===== src/rtl/alu_req_arbiter.sv =====
// alu_req_arbiter: 8-way round-robin arbiter for the shared ALU datapath.
// Outputs are decoded from registers only. Each grant has a hold limit,
// and consecutive grants are separated by one dead GAP cycle.
module alu_req_arbiter #(
  parameter int HOLD_MAX = 15
) (
  input  logic       clk,
  input  logic       rst_n,
  input  logic [7:0] req,
  output logic [7:0] gnt,
  output logic [2:0] gnt_idx,
  output logic       gnt_valid,
  output logic       timeout
);

  localparam int            CW      = $clog2(HOLD_MAX + 1);
  localparam logic [CW-1:0] CNT_ONE = CW'(1);
  localparam logic [CW-1:0] CNT_MAX = CW'(HOLD_MAX);

  typedef enum logic [2:0] {
    ST_IDLE  = 3'd0,
    ST_GRANT = 3'd1,
    ST_GAP   = 3'd2
  } state_t;

  state_t        state_r, state_nxt_s;
  logic [2:0]    ptr_r, ptr_nxt_s;
  logic [2:0]    gnt_idx_r, gnt_idx_nxt_s;
  logic [CW-1:0] hold_cnt_r, hold_cnt_nxt_s;
  logic          timeout_r, timeout_nxt_s;
  logic          win_found_s;
  logic [2:0]    win_idx_s;

  // Round-robin search: the first set request starting at p and wrapping mod 8.
  // Result bit 3 is the found flag, and bits 2:0 are the winning index.
  function automatic logic [3:0] rr_pick(input logic [7:0] r, input logic [2:0] p);
    logic       found;
    logic [2:0] w;
    logic [2:0] k;
    found = 1'b0;
    w     = 3'd0;
    for (int i = 0; i < 8; i++) begin
      k = p + 3'(i);
      if (!found && r[k]) begin
        found = 1'b1;
        w     = k;
      end else begin
        found = found;
      end
    end
    return {found, w};
  endfunction

  // Winner of the current request vector against the priority pointer
  always_comb begin
    win_found_s = 1'b0;
    win_idx_s   = 3'd0;
    {win_found_s, win_idx_s} = rr_pick(req, ptr_r);
  end

  // State register with synchronous active-low reset
  always_ff @(posedge clk) begin
    if (!rst_n) begin
      state_r <= ST_IDLE;
    end else begin
      state_r <= state_nxt_s;
    end
  end

  // Next-state and next-datapath logic: arbitration, hold limit, and release
  always_comb begin
    state_nxt_s    = state_r;
    ptr_nxt_s      = ptr_r;
    gnt_idx_nxt_s  = gnt_idx_r;
    hold_cnt_nxt_s = hold_cnt_r;
    timeout_nxt_s  = 1'b0;
    case (state_r)
      ST_IDLE, ST_GAP: begin
        if (win_found_s) begin
          state_nxt_s    = ST_GRANT;
          gnt_idx_nxt_s  = win_idx_s;
          hold_cnt_nxt_s = CNT_ONE;
        end else begin
          state_nxt_s    = ST_IDLE;
        end
      end
      ST_GRANT: begin
        // A release takes priority over the timeout, so timeout_nxt_s stays 0 in that case.
        if (!req[gnt_idx_r]) begin
          state_nxt_s   = ST_GAP;
          ptr_nxt_s     = gnt_idx_r + 3'd1;
        end else if (hold_cnt_r == CNT_MAX) begin
          state_nxt_s   = ST_GAP;
          ptr_nxt_s     = gnt_idx_r + 3'd1;
          timeout_nxt_s = 1'b1;
        end else begin
          hold_cnt_nxt_s = hold_cnt_r + CNT_ONE;
        end
      end
      default: begin
        state_nxt_s = ST_IDLE;
      end
    endcase
  end

  // Datapath registers: priority pointer, grantee, hold counter, and timeout flag
  always_ff @(posedge clk) begin
    if (!rst_n) begin
      ptr_r      <= 3'd0;
      gnt_idx_r  <= 3'd0;
      hold_cnt_r <= '0;
      timeout_r  <= 1'b0;
    end else begin
      ptr_r      <= ptr_nxt_s;
      gnt_idx_r  <= gnt_idx_nxt_s;
      hold_cnt_r <= hold_cnt_nxt_s;
      timeout_r  <= timeout_nxt_s;
    end
  end

  // Output decode from registered state only; there is no path from req
  always_comb begin
    gnt_valid = 1'b0;
    gnt       = 8'h00;
    gnt_idx   = gnt_idx_r;
    timeout   = timeout_r;
    if (state_r == ST_GRANT) begin
      gnt_valid = 1'b1;
      gnt       = 8'h01 << gnt_idx_r;
    end else begin
      gnt_valid = 1'b0;
      gnt       = 8'h00;
    end
  end

endmodule

===== config.mk =====
export PLATFORM = sky130hd
export DESIGN_NAME = alu_req_arbiter
export DESIGN_NICKNAME = d
export VERILOG_FILES = /design/src/rtl/alu_req_arbiter.sv
export SDC_FILE = /design/constraint.sdc
export NUM_CORES = 1
export LEC_CHECK = 0
export CAP_MARGIN = 20
export CELL_PAD_IN_SITES_DETAIL_PLACEMENT = 2
export CELL_PAD_IN_SITES_GLOBAL_PLACEMENT = 2
export CORE_MARGIN = 5
export CORE_UTILIZATION = 30
export DETAILED_ROUTE_END_ITERATION = 8
export DONT_BUFFER_PORTS = 1
export PLACE_DENSITY = 0.65
export SKIP_LAST_GASP = 1
export SLEW_MARGIN = 10
export SYNTH_ARGS = -nofsm -noshare
export SYNTH_HDL_FRONTEND = slang
export SYNTH_SLANG_ARGS = --single-unit

===== constraint.sdc =====
create_clock -name clk -period 2.95 [get_ports clk]
set_clock_uncertainty 0.05 [all_clocks]
set_input_delay 0.4425 -clock clk [delete_from_list [all_inputs] [get_ports clk]]
set_output_delay 0.4425 -clock clk [all_outputs]
set_load 0.02 [all_outputs]

==> results.cfg, run 1 <==
[final_layout]
area_growth_pct = 11.02
nets = 226
multi_input_area_um2 = 1416
diodes = 0
regArea_um2 = 262.8
drive_above_1_share_pct = 23.79
fill_cells = 636

[placement]
gp_congestion = 0.9442
place_hpwl_um = 4778
portBuffers = 0

[cts]
hold_buffers = 0
ctsLongestPathBuffers = 2
numCtsBuffers = 3
clock_sinks = 13
worstSkewPairLatency_ns = 0.24
cts_tree = done
cts-root-buf = clkbuf_8
cts.htree.levels = 1
clk_pin_slew_ns = 0.06

[setup_path]
crit_arrival_ns = 2.86
cp_max_fo = 13
startpoint_type = register
critical_path_required_ns = 3.03
end_kind = register
path_class = reg2reg

[pwr]
p_leak_nw = 0.7214
p_per_area_nw_per_um2 = 723.4
vdd_drop_max_uv = 245.6

[synth]
synth-main-ff-cell = dfxtp_1
synth-xor-area-share_pct = 2.003
synth_mux_area_share_pct = 32.12
async_flop_share_pct = 0
synthSimpleGateAreaFrac_pct = 21.89
synth_top_area_share_pct = 16.74
synthesis.nets = 218
synth_top_family_by_area = multiplexers
syn_inst = 199
ys_top_cells_by_area = mux4_2 (17%), dfxtp_1 (15%), mux2i_1 (7.4%)
syn-cell-area_um2 = 1749
ys_types = 46
synth_seq_cells = 13
ys_seq_area_share_pct = 14.88
yosys_warnings = 0
yosysMostFrequentCell = nor2_1
yosys.area.top_type = mux4_2
netlist_top_cells_count = nor2_1 (22), nand2_1 (17), dfxtp_1 (13), mux2i_1 (13), mux4_2 (13)
avgSynthCellArea_um2 = 8.790
synth_compound_area_share_pct = 17.53
synth_fa_ha_area_share_pct = 6.438
synth_edf_count = 0

[die]
die_area_um2 = 7458
core_region_area_um2 = 5574
start_util_pct = 31.38
io_pins = 23
core.rowCount = 27
chipHeight_um = 86.36
dieWidth_um = 86.36

[sta]
timing.hold.ws_ns = 0.3025
finalHoldViolCount = 0
period_share_pct = 94.16
tightest_slew_ns = 0.4696
max_freq_mhz = 360.0
drv_slew = 0
rsz0062_at_grt = false
finalSetupTns_ns = 0
slew_headroom_pct = 68.58
setup-violations-final = 0
fin_crit_ns = 2.778

[global_routing]
grt_max_degree = 19
antenna_found_initial = 0
grt_first_pass_wirelength_um = 9839
overflow = 0
grt_pass1_vias = 1856
grt_use_total_pct = 16.72

[status]
status = complete, no violations

[route]
viasPerCell = 6.018
drtPass1Iterations = 4
wl_per_cell_um = 21.41
dr_total_vias = 1673
drc = 0
antenna_left = 0
drt_iter0_drc = 53
wirelength_um = 5953

[run]
maxCapViolations = 0

[min_path]
hold_path_class = in2reg
## cell usage in the layout, fill, tap and decap left out, drive strengths merged, types with 5 or more instances in the layout
| cell type | n |
|---|---|
| nand2b | 5 |
| nor2 | 22 |
| and3 | 6 |
| nor2b | 11 |
| nand3 | 5 |
| buf | 13 |
| o21ai | 12 |
| mux2i | 13 |
| ha | 9 |
| inv | 7 |
| mux2 | 10 |
| mux4 | 14 |
| a21oi | 6 |
| dfxtp | 13 |
| nand2 | 17 |
## final timing paths
check,from,endpoint,slack (ns),depth (start not counted)
max,ptr_r[0],gnt_idx[2],0.17,10
min,rst_n,gnt_idx[0],0.30,2
max reg2reg,ptr_r[0],gnt_idx[2],0.17,10
min reg2reg,hold_cnt_r[1],hold_cnt_r[1],0.45,2
## kinds of logic (layout without fill, tap and decap cells)
kind of cell / count (synthesis) / in the layout
AND/OR/NAND/NOR: 76 / 76
AO/OA/AOI/OAI: 43 / 43
multiplexers: 37 / 37
buffers and inverters: 17 / 24
flip-flops: 13 / 13
adder cells (fa/ha/maj): 9 / 9
XOR/XNOR: 4 / 4
## area by class of cell
class,instances,area share [%]
multi-input combinational,169,72.94
sequential,13,13.53
timing repair buffer,13,5.219
tap,72,4.639
clock buffer,4,2.320
inverter,7,1.353
## report_power, final
part | switching [mW] | internal, mW | total, mW
clock network | 0.0632 | 0.0953 | 0.158
registers | 0.0441 | 0.206 | 0.250
logic | 0.562 | 0.434 | 0.996
## sequential cells by signal, summed over array words and instances, names as in the netlist
register	flops
hold_cnt_r	4
gnt_idx	3
ptr_r	3
state_r	2
timeout	1
## per-layer routing
metal / track usage [%] / up-vias / wire length, µm
met5: 0 / - / 0
met3: 1.426 / 8 / 182
met4: 5.807 / 0 / 111
met1: 20.53 / 876 / 2541
met2: 30.32 / 28 / 3118
li1: - / 761 / -
## timing repair
item                                    CTS  global route
endpoints found under the setup margin    0             3
resized for setup                         0             3
buffers inserted                          0             1
## stage by stage
stage                     util [%]  setup WS [ns]  std cells  cell area (µm²)  total power [mW]
after detailed placement     33.74         0.1228        273             1881             1.237
after floorplan                  -       0.006878        199             1790            0.9976
after CTS                    34.55         0.1130        277             1926             1.402
after global routing         34.84        0.02711        278             1942             1.517
after global placement       33.74         0.2011        273             1881             1.183
final                        34.84         0.1723        278             1942             1.405
## worst max-delay path: stages (launching register included)
cell,delay (ns)
dfxtp_2,0.33
inv_2,0.07
ha_4,0.36
buf_6,0.18
mux2i_1,0.11
mux4_2,0.48
a32o_2,0.29
nor3b_4,0.18
a221oi_2,0.26
nand2_1,0.09
a32o_1,0.26
Note: power is estimated with default switching activity, not from simulation.
==> run 2, diff against run 1 <==
--- a/config.mk
+++ b/config.mk
@@ -10,9 +10,11 @@
 export CELL_PAD_IN_SITES_GLOBAL_PLACEMENT = 2
 export CORE_MARGIN = 5
 export CORE_UTILIZATION = 30
+export CTS_CLUSTER_SIZE = 10
 export DETAILED_ROUTE_END_ITERATION = 8
 export DONT_BUFFER_PORTS = 1
 export PLACE_DENSITY = 0.65
+export SETUP_SLACK_MARGIN = 0.05
 export SKIP_LAST_GASP = 1
 export SLEW_MARGIN = 10
 export SYNTH_ARGS = -nofsm -noshare
==> run 2 against run 1 <==
Compared with the run above:
- clock power up 6%
- global-route usage down 0.44 points
- sequential share of layout area down 0.45 points
- cell count up 1.8%
- via count down 3.2%
- utilization up 1.5 points
- total power up 5.6%
- register-to-register slack worse by 0.08 ns
- final area up 4.4%
- sequential power down 2%
- critical path type unchanged
==> results.cfg, run 2 (synthesis results as in run 1) <==
[pwr]
finalPower_mw = 1.484
p_leak_nw = 0.7614
intPower_mw = 0.7785
p_per_area_nw_per_um2 = 731.5
vdd_drop_max_uv = 279.0
p_sw_mw = 0.7052
power_frac_clock_pct = 11.2
p_sw_share_pct = 47.53
pwr-share-seq_pct = 16.5
p_comb_share_pct = 72.2

[route]
drc = 0
dr_total_vias = 1619
drt_iter0_drc = 60
wl_per_cell_um = 21.43
wirelength_um = 6065
drtPass1Iterations = 4
antenna_left = 0
viasPerCell = 5.721

[sta]
period_share_pct = 96.78
tightest_slew_ns = 0.4607
setup-violations-final = 0
rsz0062_at_grt = false
setup_slack_ns = 0.09502
fin_crit_ns = 2.855
drv_slew = 0
slew_headroom_pct = 69.18
max_freq_mhz = 350.3
finalSetupTns_ns = 0
finalHoldViolCount = 0

[cts]
clock_sinks = 13
clk_pin_slew_ns = 0.06
cts.htree.levels = 1
numCtsBuffers = 3
ctsLongestPathBuffers = 2
worstSkewPairLatency_ns = 0.25
cts_tree = done
cts-root-buf = clkbuf_8

[final_layout]
nets = 231
stdcell_area_um2 = 2028
final_common_cell = nor2_1
largest_reg_flops = 4
diodes = 0
drive_above_1_share_pct = 27.49
area_growth_pct = 15.95
regMostFlops = hold_cnt_r
final_util_pct = 36.39
fill_cells = 630
layout_common_cells = nor2_1 (21), nand2_1 (17), buf_4 (16)

[die]
chipHeight_um = 86.36
core.rowCount = 27
dieWidth_um = 86.36
die_area_um2 = 7458
start_util_pct = 31.38
core_region_area_um2 = 5574
io_pins = 23

[setup_path]
r2r_slack_ns = 0.1
end_kind = register
reg2reg_depth = 10
crit_arrival_ns = 2.95
r2r_end = gnt_idx[2]
path_class = reg2reg
cp_max_fo = 6
critPathLaunch = ptr_r[0]
startpoint_type = register
critical_path_required_ns = 3.04
rr_startpoint = ptr_r[0]

[global_routing]
grt_first_pass_wirelength_um = 9542
grt_pass1_vias = 1740
antenna_found_initial = 0
grt_max_degree = 21
grt_use_total_pct = 16.28
overflow = 0

[placement]
gp_congestion = 0.8208
place_area_um2 = 1896
portBuffers = 0
place_ws_ns = -0.06748
place_hpwl_um = 4605

[min_path]
worstHoldStart = rst_n
hold_depth = 2
holdPathEnd = timeout
hold_path_class = in2reg

[run]
maxCapViolations = 0

[status]
status = complete, no violations
[run 2: repair_timing]
action                                  4_1_cts  5_1_grt
gates resized for setup                       2        9
hold buffers                                  0        0
endpoints found under the setup margin        1        6
pin swaps                                     1        5
buffers inserted                              1        6
[run 2: power by group through the flow]
stage / Combinational, mW / Clock, mW / Sequential [mW]
after floorplan: 0.751 / 0 / 0.260
after global placement: 0.959 / 0 / 0.245
after detailed placement: 0.994 / 0 / 0.247
after CTS: 1.01 / 0.171 / 0.245
after global routing: 1.16 / 0.177 / 0.251
final: 1.07 / 0.167 / 0.245
[run 2: layer usage]
layer  track usage [%]  vias up  wire, µm
met2             29.49       38      3138
met3             1.806        7       249
met1             20.53      807      2608
met4             3.824        0        69
li1                  -      767         -
met5                 0        -         0
[run 2: metrics by stage]
step,cells,hold slack [ns]
3_3_place_gp,272,0.4238
4_1_cts,277,0.2951
5_1_grt,283,0.3152
6_report,283,0.2940
2_1_floorplan,199,0.3993
3_5_place_dp,272,0.4399
[run 2: area by class of cell]
| type | instances | area [µm²] | area share [%] |
|---|---|---|---|
| timing repair buffer | 18 | 151.4 | 7.465 |
| sequential | 13 | 265.3 | 13.08 |
| clock buffer | 4 | 45.04 | 2.221 |
| multi-input combinational | 169 | 1448 | 71.38 |
| tap | 72 | 90.09 | 4.442 |
| inverter | 7 | 28.78 | 1.419 |
[run 2: how the worst max path moves through the flow]
stage                     slack (ns)       endpoint  cells past startpoint
after floorplan                 0.07     gnt_idx[2]                     12
after global placement         -0.04     gnt_idx[2]                      8
after detailed placement       -0.07     gnt_idx[2]                      8
after CTS                       0.07     gnt_idx[1]                      9
after global routing           0.005  hold_cnt_r[1]                     10
final                            0.1     gnt_idx[2]                     10
[run 2: critical path, cell delays in order (launching register included)]
cell and delay, ns:
dfxtp_4 0.37, inv_4 0.05, ha_4 0.31, buf_4 0.14, mux2_4 0.31, mux4_2 0.57, a2bb2oi_2 0.17, a21boi_0 0.14
o221ai_1 0.24, nand2_1 0.15, a32o_1 0.25
==> run 3, diff against run 2 <==
--- a/config.mk
+++ b/config.mk
@@ -9,11 +9,11 @@
 export CELL_PAD_IN_SITES_DETAIL_PLACEMENT = 2
 export CELL_PAD_IN_SITES_GLOBAL_PLACEMENT = 2
 export CORE_MARGIN = 5
-export CORE_UTILIZATION = 30
+export CORE_UTILIZATION = 35
 export CTS_CLUSTER_SIZE = 10
 export DETAILED_ROUTE_END_ITERATION = 8
 export DONT_BUFFER_PORTS = 1
-export PLACE_DENSITY = 0.65
+export PLACE_DENSITY = 0.75
 export SETUP_SLACK_MARGIN = 0.05
 export SKIP_LAST_GASP = 1
 export SLEW_MARGIN = 10
==> run 3 against run 2 <==
Compared with the run above:
- critical path depth up 1
- count of clock-buffer cells in the layout unchanged
- total power rose by 2.3%
- sequential power is essentially flat
- worst setup slack improved by 0.024 ns
- global-route usage increased by 2.3 points
- sequential share of layout area is 0.34 points lower
- utilization up 6.7 points
- non-clock buffer count up 2
- fmax rose by 0.84%
- register-to-register slack better by 0.02 ns
==> results.cfg, run 3 (synthesis results as in run 1) <==
[cts]
ctsLongestPathBuffers = 2
worstSkewPairLatency_ns = 0.24
cts_tree = done
cts-root-buf = clkbuf_8
numCtsBuffers = 3
clock_sinks = 13
clk_pin_slew_ns = 0.05
hold_buffers = 0
cts.htree.levels = 1

[setup_path]
rr_startpoint = ptr_r[0]
reg2reg_depth = 11
critical_path_required_ns = 3.04
startpoint_type = register
crit_arrival_ns = 2.92
r2r_slack_ns = 0.12
critPathTopFamily = compound AO/OA/AOI/OAI gates
end_kind = register
critPathLaunch = ptr_r[0]
r2r_end = gnt_idx[2]
worstPathCellList = inv_4, ha_4, buf_8, mux2i_1, mux4_2, a32o_2, nor3b_4, buf_4, a221oi_2, nand2_1, a32o_1
path_class = reg2reg
crit_path_top_delay_cell = mux4_2
cp_max_fo = 7
max_stage_delay_ns = 0.48
crit_buf_inv = 3

[sta]
rsz0062_at_grt = true
fin_crit_ns = 2.831
finalSetupTns_ns = 0
period_share_pct = 95.97
finalHoldViolCount = 0
setup_slack_ns = 0.1188
drv_slew = 0
timing.hold.ws_ns = 0.3028
slew_headroom_pct = 69.61
max_freq_mhz = 353.2
setup-violations-final = 0
tightest_slew_ns = 0.4541

[pwr]
p_sw_mw = 0.7112
power_frac_clock_pct = 10.5
p_comb_share_pct = 73.2
p_per_area_nw_per_um2 = 735.3
p_sw_share_pct = 46.88
vdd_drop_max_uv = 407.7
intPower_mw = 0.8059
pwr-share-seq_pct = 16.3
p_leak_nw = 0.7734
finalPower_mw = 1.517

[die]
start_util_pct = 36.55
die_area_um2 = 6512
core.rowCount = 25
io_pins = 23
core_region_area_um2 = 4786
dieWidth_um = 80.70
chipHeight_um = 80.70

[route]
dr_total_vias = 1674
wl_per_cell_um = 21.78
viasPerCell = 5.979
drt_iter0_drc = 62
wirelength_um = 6097
drtPass1Iterations = 6
antenna_left = 0
drc = 0

[final_layout]
regArea_um2 = 262.8
multi_input_area_um2 = 1474
fill_cells = 513
area_growth_pct = 17.95
stdcell_area_um2 = 2063
drive_above_1_share_pct = 29.11
final_common_cell = nor2_1
layout_common_cells = nor2_1 (20), nand2_1 (17), buf_4 (16)
diodes = 0
nets = 233
regMostFlops = hold_cnt_r
largest_reg_flops = 4

[placement]
place_hpwl_um = 4401
place_area_um2 = 1877
gp_congestion = 0.8396
portBuffers = 0
place_ws_ns = 0.004321

[status]
status = complete, no violations

[global_routing]
grt_pass1_vias = 1754
grt_max_degree = 18
overflow = 0
antenna_found_initial = 0
grt_use_total_pct = 18.53
grt_first_pass_wirelength_um = 9335

[min_path]
holdPathEnd = gnt_idx[0]
worstHoldStart = rst_n
hold_path_class = in2reg
hold_depth = 2

[run]
maxCapViolations = 0
-- run 3: power by group through the flow --
stage	Combinational (mW)	Sequential [mW]	Clock, mW
after floorplan	0.751	0.260	0
after global placement	0.936	0.245	0
after detailed placement	0.972	0.247	0
after CTS	0.990	0.245	0.162
after global routing	1.20	0.252	0.176
final	1.11	0.248	0.160
-- run 3: worst register-to-register path: cells and delay by family (launching register included) --
kind / cells / cell delay (ns)
DFF: 1 / 0.36
buffers and inverters: 3 / 0.35
and+or+nand+nor: 2 / 0.26
adders and majority gates: 1 / 0.27
muxes: 2 / 0.63
AOI/OAI and AO/OA: 3 / 0.79
-- run 3: worst max path at each step --
| stage | end | cells past startpoint |
|---|---|---|
| after floorplan | gnt_idx[2] | 12 |
| after global placement | gnt_idx[2] | 8 |
| after detailed placement | gnt_idx[2] | 8 |
| after CTS | gnt_idx[2] | 8 |
| after global routing | gnt_idx[2] | 11 |
| final | gnt_idx[2] | 11 |
-- run 3: stage by stage --
stage,instances,util [%]
after CTS,272,40.50
final,280,43.11
after detailed placement,267,39.22
after global placement,267,39.22
after global routing,280,43.11
after floorplan,199,-
-- run 3: final cells by class --
cell class                 count  share of cell area [%]
clock buffer                   4                   2.183
inverter                       7                   1.395
multi-input combinational    169                   71.44
sequential                    13                   12.73
tap                           67                   4.063
timing repair buffer          20                   8.187
-- run 3: metal layers --
layer  vias to the layer above  global-route usage, %  share of wire [%]
li1                        774                      -                  -
met4                         0                  4.223                1.8
met5                         -                      0                  0
met2                        30                  32.28                 51
met3                         6                  3.251                3.1
met1                       864                  23.66                 45
-- run 3: timing repair --
action                     4_1_cts  5_1_grt
gates resized for setup          2       15
pin swaps                        1        5
setup buffers                    1        8
setup endpoints to repair        2        7
